File: config.mk
export PLATFORM = sky130hd
export DESIGN_NAME = data_receiver_flat
export DESIGN_NICKNAME = d
export VERILOG_FILES = /design/src/rtl/data_receiver_if.sv /design/src/rtl/data_receiver.sv /design/src/flat_wrapper.sv
export SDC_FILE = /design/constraint.sdc
export NUM_CORES = 1
export LEC_CHECK = 0
export CAP_MARGIN = 15
export CORE_ASPECT_RATIO = 1.75
export CORE_UTILIZATION = 40
export DETAILED_ROUTE_END_ITERATION = 8
export GPL_TIMING_DRIVEN = 0
export PLACE_DENSITY_LB_ADDON = 0.1
export SLEW_MARGIN = 10
export SYNTH_ARGS = -nofsm -noshare
export SYNTH_HDL_FRONTEND = slang
export SYNTH_SLANG_ARGS = --single-unit
File: constraint.sdc
create_clock -name clk -period 2.1 [get_ports clk]
set_clock_uncertainty 0.2 [all_clocks]
set_input_delay 0.315 -clock clk [delete_from_list [all_inputs] [get_ports clk]]
set_output_delay 0.315 -clock clk [all_outputs]
set_load 0.005 [all_outputs]
File: src/rtl/data_receiver_if.sv
// Byte-stream receive bus: UART RX byte strobe in, assembled word out.
// master drives bytes and clear; slave is the assembler.
interface data_receiver_if #(
  parameter int NUM_BYTES = 5
);
  localparam int CW = $clog2(NUM_BYTES + 1);

  logic [7:0]             byteIn;
  logic                   byteValid;
  logic                   clear;
  logic [8*NUM_BYTES-1:0] dataOut;
  logic                   dataValid;
  logic                   timeoutErr;
  logic                   busy;
  logic [CW-1:0]          byteCount;

  modport master (
    output byteIn, byteValid, clear,
    input  dataOut, dataValid, timeoutErr,
    input  busy, byteCount
  );

  modport slave (
    input  byteIn, byteValid, clear,
    output dataOut, dataValid, timeoutErr,
    output busy, byteCount
  );
endinterface

File: src/rtl/data_receiver.sv
// Assembles LSB-first UART bytes into one NUM_BYTES word.
// An inter-byte idle timeout drops partial frames to resync framing.
module data_receiver #(
  parameter int NUM_BYTES      = 5,
  parameter int TIMEOUT_CYCLES = 1000
) (
  input  logic           clk,
  input  logic           rst,
  data_receiver_if.slave bus
);
  localparam int CW = $clog2(NUM_BYTES + 1);
  localparam int DW = 8 * NUM_BYTES;
  localparam int TW =
    (TIMEOUT_CYCLES < 2) ? 1 : $clog2(TIMEOUT_CYCLES);
  localparam logic [TW-1:0] TLAST =
    TW'((TIMEOUT_CYCLES == 0) ? 0 : TIMEOUT_CYCLES - 1);
  localparam logic [CW-1:0] CLAST = CW'(NUM_BYTES - 1);

  localparam logic [0:0] IDLE      = 1'b0;
  localparam logic [0:0] RECEIVING = 1'b1;

  logic [0:0]    state;
  logic [DW-1:0] shadow;
  logic [DW-1:0] data_q;
  logic [CW-1:0] cnt;
  logic [TW-1:0] timer;
  logic          dv_q;
  logic          te_q;

  always_ff @(posedge clk or negedge rst) begin
    if (!rst) begin
      state  <= IDLE;
      shadow <= '0;
      data_q <= '0;
      cnt    <= '0;
      timer  <= '0;
      dv_q   <= 1'b0;
      te_q   <= 1'b0;
    end else begin
      dv_q <= 1'b0;
      te_q <= 1'b0;
      if (bus.clear) begin
        cnt   <= '0;
        timer <= '0;
        state <= IDLE;
      end else if (bus.byteValid) begin
        timer <= '0;
        // cnt is 0 in IDLE, so this also lands byte 0
        for (int i = 0; i < NUM_BYTES; i++) begin
          if (cnt == CW'(i)) shadow[8*i +: 8] <= bus.byteIn;
        end
        if (state == IDLE) begin
          cnt   <= CW'(1);
          state <= RECEIVING;
        end else if (cnt == CLAST) begin
          data_q <= {bus.byteIn, shadow[DW-9:0]};
          dv_q   <= 1'b1;
          cnt    <= '0;
          state  <= IDLE;
        end else begin
          cnt <= cnt + CW'(1);
        end
      end else if (state == RECEIVING &&
                   TIMEOUT_CYCLES != 0) begin
        if (timer == TLAST) begin
          cnt   <= '0;
          timer <= '0;
          te_q  <= 1'b1;
          state <= IDLE;
        end else begin
          timer <= timer + TW'(1);
        end
      end
    end
  end

  assign bus.dataOut    = data_q;
  assign bus.dataValid  = dv_q;
  assign bus.timeoutErr = te_q;
  assign bus.busy       = (state == RECEIVING);
  assign bus.byteCount  = cnt;
endmodule

File: src/flat_wrapper.sv
// flat-port wrapper written by rule: the top's interface ports become plain ports
module data_receiver_flat 
#(
  parameter int NUM_BYTES      = 5,
  parameter int TIMEOUT_CYCLES = 1000
)
  (clk, rst, bus_byteIn, bus_byteValid, bus_clear, bus_dataOut, bus_dataValid, bus_timeoutErr, bus_busy, bus_byteCount);
  data_receiver_if #(.NUM_BYTES(NUM_BYTES)) bus_i ();
  input  logic clk;
  input  logic rst;
  input wire logic [$bits(bus_i.byteIn)-1:0] bus_byteIn;
  input wire logic [$bits(bus_i.byteValid)-1:0] bus_byteValid;
  input wire logic [$bits(bus_i.clear)-1:0] bus_clear;
  output wire logic [$bits(bus_i.dataOut)-1:0] bus_dataOut;
  output wire logic [$bits(bus_i.dataValid)-1:0] bus_dataValid;
  output wire logic [$bits(bus_i.timeoutErr)-1:0] bus_timeoutErr;
  output wire logic [$bits(bus_i.busy)-1:0] bus_busy;
  output wire logic [$bits(bus_i.byteCount)-1:0] bus_byteCount;
  assign bus_i.byteIn = bus_byteIn;
  assign bus_i.byteValid = bus_byteValid;
  assign bus_i.clear = bus_clear;
  assign bus_dataOut = bus_i.dataOut;
  assign bus_dataValid = bus_i.dataValid;
  assign bus_timeoutErr = bus_i.timeoutErr;
  assign bus_busy = bus_i.busy;
  assign bus_byteCount = bus_i.byteCount;
  data_receiver #(.NUM_BYTES(NUM_BYTES), .TIMEOUT_CYCLES(TIMEOUT_CYCLES)) u_core (.clk(clk), .rst(rst), .bus(bus_i));
endmodule
### Yosys cells after proc, flatten, opt, wreduce, memory -nomap -nowiden

Cells that the tools add are included.
Widths: inputs -> output; s select.

| operators by class | value |
|---|---|
| add/subtract/negate cells | 2 |
| reduce and logical (&&, ||, !) cells | 9 |
| multiplexer cells | 24 |
| equality and inequality tests | 5 |
| bitwise operators | 1 |

Operator list:

| operator | count |
|---|---|
| $mux 10 | 4 |
| $mux 3 | 6 |
| $mux 1 | 14 |
| $reduce_and 3->1 | 4 |
| $add 10x1->10 const B | 1 |
| $eq 10x10->1 const B | 1 |
| $eq 3x2->1 const B | 2 |
| $reduce_bool 3->1 | 2 |
| $reduce_and 4->1 | 1 |
| $add 3x1->3 const B | 1 |
| $eq 3x1->1 const B | 1 |
| $eq 3x3->1 const B | 1 |
| $logic_not 3->1 | 1 |
| $reduce_and 2->1 | 1 |
| $not 1->1 | 1 |

| word-level totals | value |
|---|---|
| output and inout bits | 46 |
| word-level logic and storage cells | 51 |
| register bits after elaboration | 88 |

### Longest topological paths before layout

| logic depth | value |
|---|---|
| depth after elaboration | 5 |
| mapped depth | 6 |

### Worst setup path before layout

OpenSTA, ideal clock, no wires.

| path | value |
|---|---|
| path kind | flip-flop to flip-flop |
| start point | reg u_core.cnt[0] (netlist: u_core.bus.byteCount[0]) |
| end point | reg u_core.data_q[10] (netlist: u_core.bus.dataOut[10]) |
| path buffers | 1 |
| data arrival time | 1.508 ns |
| slack | 0.268 ns |
| library setup time | 0.125 ns |
| stages on the path, launching flop included | 7 |
| cell sequence | dfrtp_1 inv_1 ha_1 nand3_1 nor2_2 buf_4 mux2_2 |

| on the way | value |
|---|---|
| word-level cells in the longest chain between the ends | 2 |

RTL lines:

| what | RTL line | source |
|---|---|---|
| start, declared | data_receiver.sv:25 | `logic [CW-1:0] cnt;` |
| start signal, assigned | data_receiver.sv:61 | `cnt <= cnt + CW'(1);` |
| $eq 3x3->1 | - |  |
| $reduce_and 4->1 (no source line) | - |  |
| end signal, assigned | data_receiver.sv:56 | `data_q <= {bus.byteIn, shadow[DW-9:0]};` |
| end, declared | data_receiver.sv:24 | `logic [DW-1:0] data_q;` |

Every way passes these cells.
A chain may end at the register's enable or synchronous reset.

### Worst setup path in the final report

| path | value |
|---|---|
| start point | reg u_core.cnt[0] (netlist: u_core.bus.byteCount[0]) |
| end point | reg u_core.data_q[16] (netlist: u_core.bus.dataOut[16]) |

The elaborated chain is that of the path after synthesis.

==> out/results.ini <==
[critical_path]
crit_buf_inv=2
slowest_stage=dfrtp_1
cp_data_arrival_time_ns=2.03
critical_path_required_ns=2.11
cp_max_fo=10
cp.depth=6
timing.rr.start=u_core.bus.byteCount[0]
critPathKind=reg -> reg
critPathLaunchType=flop
rr_endpoint=u_core.bus.dataOut[16]
cpPeakStageDelay_ns=0.45
regToRegSetupSlack_ns=0.09
end_kind=flop
crit_start=u_core.bus.byteCount[0]
path_delay_family=flip-flops
r2r_cells=6
path_cells=inv_1 > ha_1 > nand3_1 > nor2_4 > buf_4 > mux2_2
crit_path_end=u_core.bus.dataOut[16]

[synth]
postSynthCellCount=250
yosysUniqueCellTypes=34
synthesis.nets=268
synth.top_cell.area_share_pct=59.4
yosys.area.top_type=dfrtp_1
syn-cell-area_um2=3710
ys_ff_latch=88
yosysSeqAreaShare_pct=59.4
ys_warn_count=0
synthTopCellsByArea=dfrtp_1 59%, mux2_2 14%, mux2_4 9.7%, ha_1 2.0%, xnor2_1 1.2%
syn_avg_cell_area_um2=14.8

[grt]
grt_pass1_wl_um=11600
overflow=0
grt_antenna_before_repair=0
first_global_vias=2189
grt_max_degree=58
grt_usage_pct=16.5

[routing]
drc=0
vias=2147
avgRoutedWirePerCell_um=15.5
wl_um=6910
drt-initial-drc-count=130
dr.pass1.iters=4
final_antenna_net_count=0
vias_per_cell=4.82

[floorplanning]
coreArea_um2=9040
die_height_um=129
die_area_um2=9670
num_io_pins=58
fp.dieW_um=74.8
initial_utilization_pct=41.0
rows=46

[sta]
slew_viol_final=0
setup_violations=0
finalCritPeriodShare_pct=95.9
fin_crit_ns=2.01
setup_tns_ns=0
hold_viol_final=0
finalWorstSetupSlack_ns=0.0861
worst_pin_slew_ns=0.693
rsz0062_at_grt=yes
max_freq_mhz=497
slew-limit-headroom_pct=53.5

[clocking]
numCtsBuffers=9
cts_max_level=3
tritoncts=done
clk_pin_slew_ns=0.06
clock_latency_ns=0.33
clockRootBuffer=clkbuf_16
clock-sinks=88
clockBufferDepth=2

[job]
maxCapViolations=0

[power_and_ir_drop]
leakage_nw=2.18
irDropWorstVdd_uv=408
pwr_density_cell_nw_per_um2=776

[finish]
diodes=0
layout_common_cells=88 x dfrtp_1, 56 x clkdlybuf4s50_1, 46 x mux2_2
layout.nets=338
area_growth_pct=28.1
final_common_cell=dfrtp_1
drive_gt1_share_pct=32.3

[outcome]
status=finished clean

[worst_hold_path]
hold_class=in -> async

[placed_design]
hpwl_um=4970
port_buffers=57
pre_cts_slack_ns=-0.157
gp_congestion=0.816

-- sequential cells by signal, indices dropped and copies added (netlist names) --
name                   flops
u_core.bus.byteCount       3
u_core.timer              10
u_core.bus.busy            1
u_core.bus.dataValid       1
u_core.bus.timeoutErr      1
u_core.shadow             32
u_core.bus.dataOut        40
-- worst min path at each step --
| stage | from | endpoint | slack (ns) |
|---|---|---|---|
| after floorplan | rst | u_core.bus.busy | -0.18 |
| after global placement | u_core.bus.dataOut[6] | u_core.bus.dataOut[6] | 0.27 |
| after detailed placement | rst | u_core.bus.dataOut[2] | 0.1 |
| after CTS | rst | u_core.bus.dataOut[2] | 0.28 |
| after global routing | rst | u_core.bus.dataOut[2] | 0.32 |
| final | rst | u_core.bus.dataOut[2] | 0.27 |
-- cell type report --
type | count | area (um^2)
Buffer | 11 | 86.3
Timing Repair Buffer | 59 | 606
Clock buffer | 14 | 264
Inverter | 3 | 11.3
Tap cell | 120 | 150
Clock inverter | 2 | 13.8
Sequential cell | 88 | 2200
Fill cell | 804 | 4290
Multi-Input combinational cell | 148 | 1420
-- through the flow --
step	total power, mW	hold WS [ns]	cells	area (um^2)	util [%]
floorplan	2.10	-0.181	250	3710	-
detailed placement	2.24	0.0952	428	4450	49.3
global placement	2.22	0.267	427	4430	49.0
global route	3.85	0.317	445	4750	52.5
finish	3.68	0.271	445	4750	52.5
CTS	3.74	0.276	445	4740	52.5
-- kinds of logic after synthesis --
logic type | Yosys count | synth area share, %
buffers and inverters | 14 | 2.53
AND/OR/NAND/NOR | 54 | 8.64
flip-flops | 88 | 59.4
XOR/XNOR | 7 | 1.65
AO/OA/AOI/OAI | 9 | 1.42
multiplexers | 72 | 24.3
adder cells (fa/ha/maj) | 6 | 2.03
-- cells in the mapped netlist --
cell and instances:
a21oi_1 6, a311oi_1 1, a31oi_1 1, and2_4 3, and3_1 1, and4_1 1, and4bb_2 1, buf_2 3
buf_4 4, buf_6 3, clkbuf_1 1, dfrtp_1 88, ha_1 6, inv_1 3, mux2_1 2, mux2_2 46
mux2_4 24, nand2_1 8, nand2b_1 3, nand2b_2 1, nand3_1 7, nand3b_1 5, nand3b_2 1, nand4_1 3
nand4b_1 1, nor2_1 10, nor2_2 2, nor3_1 4, nor4_2 1, o21bai_1 1, or2_2 1, or3b_1 1
xnor2_1 5, xor2_1 2
-- where the power goes --
part | total [mW] | internal (mW) | leakage (nW) | switching, mW
combinational | 0.319 | 0.206 | 0.856 | 0.113
clock | 1.48 | 0.868 | 0.137 | 0.609
sequential | 1.89 | 1.82 | 1.18 | 0.0692
total | 3.68 | 2.89 | 2.18 | 0.792
-- timing repair --
item                                    CTS  global route
hold buffers                              1             0
endpoints found under the setup margin    0            39
setup buffers                             0             0
resized for setup                         0             2
hold endpoints to repair                 31             0
-- routing by layer --
layer	GRT usage, %	wire, um
met3	3.73	215
met4	7.77	131
met1	20.9	3040
met5	0	0
met2	26.2	3530
Power figures use the tool's default switching activity.
